==> src/rtl/fpu_ss_offload_buffer.sv <==
// fpu_ss_offload_buffer: completes the core offload handshake and queues accepted instructions with operands
module fpu_ss_offload_buffer #(
  parameter int DEPTH = 4,
  parameter int XLEN  = 32,
  parameter int ID_W  = 4
) (
  input  logic                       clk_i,
  input  logic                       rst_ni,
  input  logic                       flush_i,
  input  logic                       in_valid_i,
  output logic                       in_ready_o,
  input  logic [31:0]                in_instr_i,
  input  logic [ID_W-1:0]            in_id_i,
  input  logic [XLEN-1:0]            in_rs1_i,
  input  logic [XLEN-1:0]            in_rs2_i,
  input  logic [XLEN-1:0]            in_rs3_i,
  input  logic [2:0]                 in_rs_valid_i,
  input  logic                       prd_accept_i,
  input  logic                       prd_writeback_i,
  input  logic                       prd_is_mem_op_i,
  input  logic [2:0]                 prd_use_rs_i,
  output logic                       issue_accept_o,
  output logic                       issue_writeback_o,
  output logic                       out_valid_o,
  input  logic                       out_ready_i,
  output logic [31:0]                out_instr_o,
  output logic [ID_W-1:0]            out_id_o,
  output logic [XLEN-1:0]            out_rs1_o,
  output logic [XLEN-1:0]            out_rs2_o,
  output logic [XLEN-1:0]            out_rs3_o,
  output logic                       out_writeback_o,
  output logic                       out_is_mem_op_o,
  output logic [$clog2(DEPTH):0]     count_o
);
  localparam int AW = $clog2(DEPTH);
  localparam int CW = AW + 1;
  logic [31:0]     instr_q [DEPTH];
  logic [ID_W-1:0] id_q    [DEPTH];
  logic [XLEN-1:0] rs1_q   [DEPTH];
  logic [XLEN-1:0] rs2_q   [DEPTH];
  logic [XLEN-1:0] rs3_q   [DEPTH];
  logic [DEPTH-1:0] wb_q, mem_q;
  logic [AW-1:0]   wr_ptr, rd_ptr;
  logic [CW-1:0]   count_q;
  logic            rs_ok, push, pop;
  always_comb begin
    rs_ok             = &(~prd_use_rs_i | in_rs_valid_i);
    in_ready_o        = flush_i ? 1'b0 : !prd_accept_i ? 1'b1 : (count_q < CW'(DEPTH)) & rs_ok;
    issue_accept_o    = prd_accept_i;
    issue_writeback_o = prd_accept_i & prd_writeback_i;
    out_valid_o       = count_q != '0;
    push              = in_valid_i & in_ready_o & prd_accept_i;
    pop               = out_valid_o & out_ready_i;
  end
  assign out_instr_o     = instr_q[rd_ptr];
  assign out_id_o        = id_q[rd_ptr];
  assign out_rs1_o       = rs1_q[rd_ptr];
  assign out_rs2_o       = rs2_q[rd_ptr];
  assign out_rs3_o       = rs3_q[rd_ptr];
  assign out_writeback_o = wb_q[rd_ptr];
  assign out_is_mem_op_o = mem_q[rd_ptr];
  assign count_o         = count_q;
  // flush only rewinds pointers; stale storage is unreachable until overwritten
  always_ff @(posedge clk_i or negedge rst_ni) begin
    if (!rst_ni) begin
      wr_ptr  <= '0;
      rd_ptr  <= '0;
      count_q <= '0;
      wb_q    <= '0;
      mem_q   <= '0;
      for (int i = 0; i < DEPTH; i++) begin
        instr_q[i] <= '0;
        id_q[i]    <= '0;
        rs1_q[i]   <= '0;
        rs2_q[i]   <= '0;
        rs3_q[i]   <= '0;
      end
    end else if (flush_i) begin
      wr_ptr  <= '0;
      rd_ptr  <= '0;
      count_q <= '0;
    end else begin
      if (push) begin
        instr_q[wr_ptr] <= in_instr_i;
        id_q[wr_ptr]    <= in_id_i;
        rs1_q[wr_ptr]   <= prd_use_rs_i[0] ? in_rs1_i : '0;
        rs2_q[wr_ptr]   <= prd_use_rs_i[1] ? in_rs2_i : '0;
        rs3_q[wr_ptr]   <= prd_use_rs_i[2] ? in_rs3_i : '0;
        wb_q[wr_ptr]    <= prd_writeback_i;
        mem_q[wr_ptr]   <= prd_is_mem_op_i;
        wr_ptr          <= wr_ptr + 1'b1;
      end
      if (pop) rd_ptr <= rd_ptr + 1'b1;
      count_q <= count_q + CW'(push) - CW'(pop);
    end
  end
endmodule

==> config.mk <==
export PLATFORM = sky130hd
export DESIGN_NAME = fpu_ss_offload_buffer
export DESIGN_NICKNAME = d
export VERILOG_FILES = /design/src/rtl/fpu_ss_offload_buffer.sv
export SDC_FILE = /design/constraint.sdc
export NUM_CORES = 1
export LEC_CHECK = 0
export BUFFER_PORTS_ARGS = -buffer_cell sky130_fd_sc_hd__buf_2
export CORE_ASPECT_RATIO = 1.2
export CORE_MARGIN = 2
export CORE_UTILIZATION = 60
export CTS_BUF_LIST = sky130_fd_sc_hd__clkbuf_4 sky130_fd_sc_hd__clkbuf_8
export CTS_CLUSTER_SIZE = 40
export DETAILED_ROUTE_END_ITERATION = 16
export PLACE_DENSITY = 0.82
export SYNTH_ARGS = -nofsm -noshare
export SYNTH_HDL_FRONTEND = slang
export SYNTH_SLANG_ARGS = --single-unit
==> constraint.sdc <==
create_clock -name clk_i -period 3.3 [get_ports clk_i]
set_input_delay 0.33 -clock clk_i [delete_from_list [all_inputs] [get_ports clk_i]]
set_output_delay 0.33 -clock clk_i [all_outputs]
set_load 0.05 [all_outputs]
==> results.rst, run 1 <==
.. list-table::
   :header-rows: 1

   * - Metric
     - Value
   * - Max Cap Violations
     - 0
   * - Area Overhead vs Synth
     - 16.3%
   * - Outcome
     - finished clean
   * - Initial core utilization
     - 60.8%
   * - Full die area
     - approximately 0.044 mm^2
   * - Post-Syn Area
     - 0.0254 mm^2
   * - Area used by sequential logic in the layout
     - 0.0136 mm^2
   * - First-pass detailed-route iteration total
     - 4
   * - Required arrival time at the worst endpoint
     - 2.97 ns
   * - Share of final-layout standard cells stronger than drive strength 1
     - around three fifths
   * - Iteration-0 DRC count of the detailed router
     - 642
   * - RSZ-0062 raised after global routing
     - false
   * - Transition time of the tightest slew-check pin
     - 0.666 ns
   * - Wire length of the first global-routing pass
     - 90100 um
   * - DRC violation count after routing
     - 0
   * - Number of primary I/O pins
     - 287
   * - Quantity of gates resized following cts
     - 0
   * - Placed wire-length estimate
     - 35500 um
   * - Worst vdd ir
     - 781 uV
   * - Final cell count without fillers
     - 2424
   * - Max-slew violations
     - 0
   * - Area of the core
     - 0.0418 mm^2
   * - Clock skew
     - 0.0174 ns
   * - Total Neg Setup Slack
     - 0 ns
   * - Power density normalized to cell area
     - roughly 740 mW/mm^2
   * - Remaining antenna violation count after routing
     - 0
   * - Leading cell types in the layout, fill and taps excluded
     - sky130_fd_sc_hd__dfrtp_1 (541), sky130_fd_sc_hd__mux2_2 (296), sky130_fd_sc_hd__buf_2 (285), sky130_fd_sc_hd__mux2_4 (216), sky130_fd_sc_hd__mux4_2 (134)
   * - Sequential area share after synthesis
     - a little over half
   * - Most common library cell in the layout ignoring fill and taps
     - sky130_fd_sc_hd__dfrtp_1
   * - Launching instance or port of the critical path
     - rd_ptr[1]$_DFFE_PN0P_
   * - Die height
     - 229 um
   * - # H-tree levels
     - 3
   * - Site row count
     - 82
   * - Rel. slew slack
     - 55.6%
   * - Period utilization
     - ~87%
   * - Register bit total from synthesis
     - 543
   * - Critical Path End Type
     - primary output
   * - Clk root buf
     - sky130_fd_sc_hd__clkbuf_8
   * - Max FO, Critical Path
     - 41
   * - Ys Warns
     - 0
   * - Post-CTS clock slew at the launch and capture registers of the worst setup and hold paths
     - 0.06 ns
   * - Number of flops mapped to enable cells by yosys
     - 0
   * - Maximum number of pins on one net before global-route repair
     - 109
   * - Drt via density
     - slightly below 6
   * - Setup crit start kind
     - register
   * - Worst setup path category
     - register to primary output
   * - Post-detailed-routing wire length
     - around 56000 um
   * - Total design power
     - 21900 uW
   * - Worst skew pair latency
     - 0.66 ns
   * - Initial antenna violation count
     - 6
   * - Antenna cells
     - 0
   * - Most area-hungry cell type in the Yosys netlist
     - sky130_fd_sc_hd__dfrtp_1
   * - Start of the worst register-to-register path
     - count_o[2]$_DFF_PN0_
   * - Clock tree from TritonCTS
     - yes
   * - Clock buffers created by TritonCTS
     - 85
   * - Async SR Flop Fraction
     - 100%
   * - IO Port Bufs
     - 286
   * - Post-route worst hold slack
     - 0.0668 ns
   * - Number of instances in the synthesized netlist
     - ~1.5k
   * - Final hold violation count
     - 0
   * - Synth top area share
     - 53.6%
   * - Startpoint of the tightest hold check path
     - prd_accept_i
   * - Average wire length per cell after detail routing
     - 23.1 um
   * - Arrival time worst endpoint
     - 2.53 ns
   * - Final RePlAce weighted congestion
     - 0.791
   * - Utilization of the core after routing
     - 70.7%
   * - Routed via count
     - between 10k and 15k
   * - Fill cell instance count of the final layout
     - 2605
   * - Lkg Pwr
     - 0.0142 uW
   * - Worst setup slack for register-to-register paths
     - approximately 0.67 ns
   * - Setup-violating endpoint count in the final report
     - 0
   * - Clk buf depth
     - 3
   * - Clock sink total
     - 543
   * - Multi-input gate area in the final layout
     - 0.0108 mm^2
   * - Gr ovfl total
     - 0
   * - Global-route usage over all layers
     - 26.6%
   * - Via count of the first global-routing pass
     - 16.3k
   * - Die Wd
     - about 190 um
   * - Post-layout minimum cycle time
     - 2.86 ns
   * - Mapped Nets
     - approximately 1.6k
   * - Most common flop cell mapped by yosys
     - sky130_fd_sc_hd__dfrtp_1
   * - Count of unique library cells instantiated by Yosys
     - 32
   * - Cell count after placement
     - 2237
   * - Mean cell area of the mapped netlist
     - 17.5 um^2
   * - Path type of the worst min-delay path
     - input pin to register
   * - Fmax
     - 349 MHz
   * - Top cells by area in the synthesized netlist
     - sky130_fd_sc_hd__dfrtp_1 (54%), sky130_fd_sc_hd__mux2_2 (13%), sky130_fd_sc_hd__mux2_4 (13%)
   * - Number of nets at the end of the flow
     - 1971
==> repair_timing <==
| item | CTS | global route |
|---|---|---|
| setup buffers | 0 | 0 |
| setup endpoints to repair | 0 | 0 |
| hold endpoints to repair | 224 | 0 |
| hold buffers | 40 | 0 |
==> worst paths after layout <==
| path | cells after the start | end |
|---|---|---|
| setup / recovery | 3 | out_rs3_o[19] |
| min in group asynchronous | 2 | rs2_q[110]$_DFFE_PN0P_ |
| max in group asynchronous | 3 | instr_q[16]$_DFFE_PN0P_ |
| setup reg to reg | 10 | count_o[2]$_DFF_PN0_ |
| hold reg to reg | 1 | rs3_q[62]$_DFFE_PN0P_ |
| hold / removal | 3 | wr_ptr[0]$_DFFE_PN0P_ |
==> worst max-delay path, cell delays in order (launching register included) <==
cell                      delay [ns]
sky130_fd_sc_hd__dfrtp_4        0.87
sky130_fd_sc_hd__buf_12         0.33
sky130_fd_sc_hd__mux4_2         0.39
sky130_fd_sc_hd__buf_2          0.23
==> cell usage after synthesis, types with 2 or more instances <==
library cell,number
sky130_fd_sc_hd__ha_1,6
sky130_fd_sc_hd__and3_1,4
sky130_fd_sc_hd__xor2_1,2
sky130_fd_sc_hd__clkbuf_1,25
sky130_fd_sc_hd__and2_1,97
sky130_fd_sc_hd__inv_1,4
sky130_fd_sc_hd__buf_4,29
sky130_fd_sc_hd__nand2_1,2
sky130_fd_sc_hd__nor2_1,5
sky130_fd_sc_hd__buf_2,12
sky130_fd_sc_hd__mux2_2,296
sky130_fd_sc_hd__nor2b_1,4
sky130_fd_sc_hd__buf_6,4
sky130_fd_sc_hd__mux4_2,134
sky130_fd_sc_hd__buf_12,28
sky130_fd_sc_hd__dfrtp_1,543
sky130_fd_sc_hd__xnor2_1,2
sky130_fd_sc_hd__mux2_4,216
sky130_fd_sc_hd__buf_1,3
sky130_fd_sc_hd__mux2_1,24
==> sequential cells by signal, indices dropped and copies added, names as in the netlist <==
name	count
rd_ptr	2
rs1_q	128
rs2_q	128
mem_q	4
wb_q	4
id_q	16
wr_ptr	2
count_o	3
rs3_q	128
instr_q	128
==> cells by family (layout without fill, tap and decap cells) <==
logic type               count (synthesis)  count (layout)  share of synthesized area, %
adder cells (fa/ha/maj)                  7               7                         0.375
AND/OR/NAND/NOR                        117             117                          2.90
flip-flops                             543             543                          53.6
XOR/XNOR                                 4               4                         0.138
multiplexers                           670             670                          38.9
buffers and inverters                  105             531                          3.96
AO/OA/AOI/OAI                            6               6                         0.192
==> layer usage <==
| metal | share of wire, % | up-vias | global-route usage, % |
|---|---|---|---|
| met3 | 6.2 | 118 | 6.80 |
| met5 | 0.13 | - | 0 |
| li1 | - | 6067 | - |
| met4 | 3.2 | 12 | 11.4 |
| met2 | 50 | 399 | 43.6 |
| met1 | 41 | 7535 | 33.7 |
==> where the power goes <==
group	total, uW	leakage (uW)	switching [uW]	internal (uW)
clock	6080	0.000966	2610	3470
sequential	8020	0.00739	519	7500
combinational	7830	0.00590	4910	2910
==> cell type report <==
cell class              instances  area share, %
flip-flops and latches        543           46.1
repair buffers                380           8.72
well taps                     546           2.31
clock inverters                 9          0.369
multi-input cells             804           36.6
inverters                       4         0.0509
clock buffers                 138           5.88
==> per-stage QoR <==
step	instance area, um^2	setup WS (ns)
after floorplan	25400	0.864
after global placement	27300	0.671
after detailed placement	27300	0.669
after CTS	29500	0.372
after global routing	29500	0.349
final	29500	0.435
No activity file was read; power rests on OpenSTA's default activity.
==> run 2, diff against run 1 <==
==> constraint.sdc (replaced) <==
create_clock -name clk_i -period 3.3 [get_ports clk_i]
set_input_delay 0.165 -clock clk_i [delete_from_list [all_inputs] [get_ports clk_i]]
set_output_delay 0.165 -clock clk_i [all_outputs]
set_load 0.05 [all_outputs]
==> run 2 against run 1 <==
Against the previous run: clock power fell by 1%; clock-buffer cell count fell by 2; die area did not move; sequential share of layout area fell by 1.4 points; setup slack improved by 0.038 ns; utilization rose by 2.3 points; register-to-register slack improved by 0.21 ns; via count rose by 4.1%; global-route usage rose by 1.1 points; flip-flop and latch count did not move; fmax rose by 1.3%; critical path type unchanged; largest power group unchanged.
==> results.rst, run 2 (synthesized netlist as in run 1, its figures left out) <==
.. list-table::
   :header-rows: 1

   * - Metric
     - Value
   * - Critical-path top delay cell
     - sky130_fd_sc_hd__dfrtp_4
   * - Clock buffers created by TritonCTS
     - 86 (+1.2%)
   * - Final cell count without fillers
     - 2526 (+4.2%)
   * - Share of final-layout standard cells stronger than drive strength 1
     - 57.8% (-3.0 points)
   * - Path type of the worst min-delay path
     - input pin to register
   * - Remaining antenna violation count after routing
     - 0 (unchanged)
   * - Critical path buffer and inverter count
     - 2 (unchanged)
   * - Drt via density
     - 5.83 (about the same)
   * - Worst skew pair latency
     - 0.67 ns (about the same)
   * - Power density normalized to cell area
     - 722 mW/mm^2 (-2.8%)
   * - Leading cell types in the layout, fill and taps excluded
     - sky130_fd_sc_hd__dfrtp_1 (541), sky130_fd_sc_hd__mux2_2 (296), sky130_fd_sc_hd__buf_2 (285), sky130_fd_sc_hd__mux2_4 (216), sky130_fd_sc_hd__dlygate4sd3_1 (139)
   * - Clock skew
     - 0.0194 ns (+0.00201 ns)
   * - Crit path max-delay family
     - flip-flops
   * - Area after detailed placement
     - 0.0273 mm^2 (about the same)
   * - Finished layout cell area
     - 0.0305 mm^2 (+3.2%)
   * - Maximum number of pins on one net before global-route repair
     - 103 (-5.5%)
   * - Clk buf depth
     - 3 (unchanged)
   * - Maximum cell stage delay along the critical path
     - 0.86 ns (about the same)
   * - Period utilization
     - 85.7% (-1.1 points)
   * - Site row count
     - 82 (unchanged)
   * - Post-layout minimum cycle time
     - 2.83 ns (-0.0376 ns)
   * - Full die area
     - 0.0440 mm^2 (unchanged)
   * - Outcome
     - finished clean
   * - Grt met2 use
     - 45.9% (+2.3 points)
   * - Fmax
     - 354 MHz (+1.3%)
   * - Post-detailed-routing wire length
     - 58100 um (+3.8%)
   * - Critical Path End Type
     - primary output
   * - Iteration-0 DRC count of the detailed router
     - 713 (+11%)
   * - Number of nets at the end of the flow
     - 2074 (+5.2%)
   * - Total Neg Setup Slack
     - 0 ns (unchanged)
   * - Cell count after placement
     - 2240 (+0.13%)
   * - Clk root buf
     - sky130_fd_sc_hd__clkbuf_8
   * - Setup-violating endpoint count in the final report
     - 0 (unchanged)
   * - Required arrival time at the worst endpoint
     - 3.13 ns (+0.16 ns)
   * - Die height
     - 229 um (unchanged)
   * - Via count of the first global-routing pass
     - 16.9k (+3.5%)
   * - Area Overhead vs Synth
     - 20.1%
   * - Clock sink total
     - 543 (unchanged)
   * - Max FO, Critical Path
     - 28 (-32%)
   * - Clock tree from TritonCTS
     - yes
   * - Quantity of gates resized following cts
     - 0 (unchanged)
   * - Worst setup path category
     - register to primary output
   * - Placed wire-length estimate
     - 35200 um (-0.87%)
   * - Most common library cell in the layout ignoring fill and taps
     - sky130_fd_sc_hd__dfrtp_1
   * - DRC violation count after routing
     - 0 (unchanged)
   * - Setup crit start kind
     - register
   * - Final RePlAce weighted congestion
     - 0.793 (+0.16%)
   * - Rel. slew slack
     - 43.7% (-12 points)
   * - Area of the core
     - 0.0418 mm^2 (unchanged)
   * - RSZ-0062 raised after global routing
     - false
   * - Initial core utilization
     - 60.8% (unchanged)
   * - Wire length of the first global-routing pass
     - 94000 um (+4.4%)
   * - Final hold violation count
     - 0 (unchanged)
   * - Routed via count
     - 14.7k (+4.1%)
   * - Global-route track usage on met3
     - 5.81% (-1.0 points)
   * - Initial antenna violation count
     - 4 (-2)
   * - Critical Path, Cell by Cell
     - buf_12 > mux4_2 > buf_2
   * - Max-slew violations
     - 0 (unchanged)
   * - Lkg Pwr
     - 0.0146 uW (+2.8%)
   * - Number of primary I/O pins
     - 287 (unchanged)
   * - Die Wd
     - 192 um (unchanged)
   * - IO Port Bufs
     - 286 (unchanged)
   * - Average wire length per cell after detail routing
     - 23.0 um (-0.42%)
   * - First-pass detailed-route iteration total
     - 4 (unchanged)
   * - Most used routing layer
     - met2
   * - Fill cell instance count of the final layout
     - 2442 (-6.3%)
   * - Global-route usage over all layers
     - 27.7% (+1.1 points)
   * - Transition time of the tightest slew-check pin
     - 0.844 ns (+0.178 ns)
   * - # H-tree levels
     - 3 (unchanged)
   * - Arrival time worst endpoint
     - 2.66 ns (+0.13 ns)
   * - Utilization of the core after routing
     - 72.9% (+2.3 points)
   * - Post-CTS clock slew at the launch and capture registers of the worst setup and hold paths
     - 0.06 ns (about the same)
   * - Gr ovfl total
     - 0 (unchanged)
   * - Max Cap Violations
     - 0 (unchanged)
   * - Met1 Track Usage GR
     - 36.2% (+2.5 points)
   * - Worst vdd ir
     - 558 uV (-29%)
run 2: what timing repair did:
item | 4_1_cts | 5_1_grt
hold buffers | 139 | 0
hold endpoints to repair | 633 | 0
buffers inserted | 0 | 0
run 2: report_power, final:
part / internal (uW) / switching [uW]
Combinational: 2980 / 4930
Clock: 3390 / 2610
Sequential: 7500 / 589
run 2: per-stage QoR:
| step | worst slack [ns] | power, uW | hold WS (ns) |
|---|---|---|---|
| detailed placement | 0.861 | 15900 | 0.271 |
| floorplan | 0.864 | 14000 | -0.131 |
| global route | 0.339 | 22900 | 0.0717 |
| global placement | 0.938 | 15800 | 0.264 |
| CTS | 0.384 | 22100 | 0.00130 |
| finish | 0.473 | 22000 | 0.0672 |
run 2: metal layers:
metal / vias up / wire [um]
li1: 6292 / -
met5: - / 0
met1: 7885 / 24000
met2: 441 / 29200
met3: 96 / 3380
met4: 0 / 1520
run 2: area by class of cell:
| cell class | count | area, um^2 | area share, % |
|---|---|---|---|
| clock inverter | 8 | 101 | 0.333 |
| multi-input combinational | 804 | 10800 | 35.5 |
| antenna | 3 | 7.51 | 0.0246 |
| timing repair buffer | 482 | 3560 | 11.7 |
| clock buffer | 136 | 1700 | 5.57 |
| inverter | 4 | 15.0 | 0.0493 |
| tap | 546 | 683 | 2.24 |
| sequential | 543 | 13600 | 44.6 |
run 2: tightest hold or removal path: cells and delay by family:
kind	cells	cell delay [ns]
AO/OA/AOI/OAI	1	0.07
AND/OR/NAND/NOR	3	0.31
buffers and inverters	1	0.13
run 2: final timing paths:
kind | from | to | slack, ns | cells after the start
setup / recovery | rd_ptr[0]$_DFFE_PN0P_ | out_rs3_o[4] | 0.47 | 3
max in group asynchronous | rst_ni | rs3_q[53]$_DFFE_PN0P_ | 1.98 | 3
hold / removal | in_rs_valid_i[1] | wr_ptr[0]$_DFFE_PN0P_ | 0.07 | 5
min in group asynchronous | rst_ni | rs2_q[83]$_DFFE_PN0P_ | 0.14 | 2
hold reg to reg | rs2_q[103]$_DFFE_PN0P_ | rs2_q[103]$_DFFE_PN0P_ | 0.49 | 1
setup reg to reg | count_o[2]$_DFF_PN0_ | count_o[2]$_DFF_PN0_ | 0.88 | 10
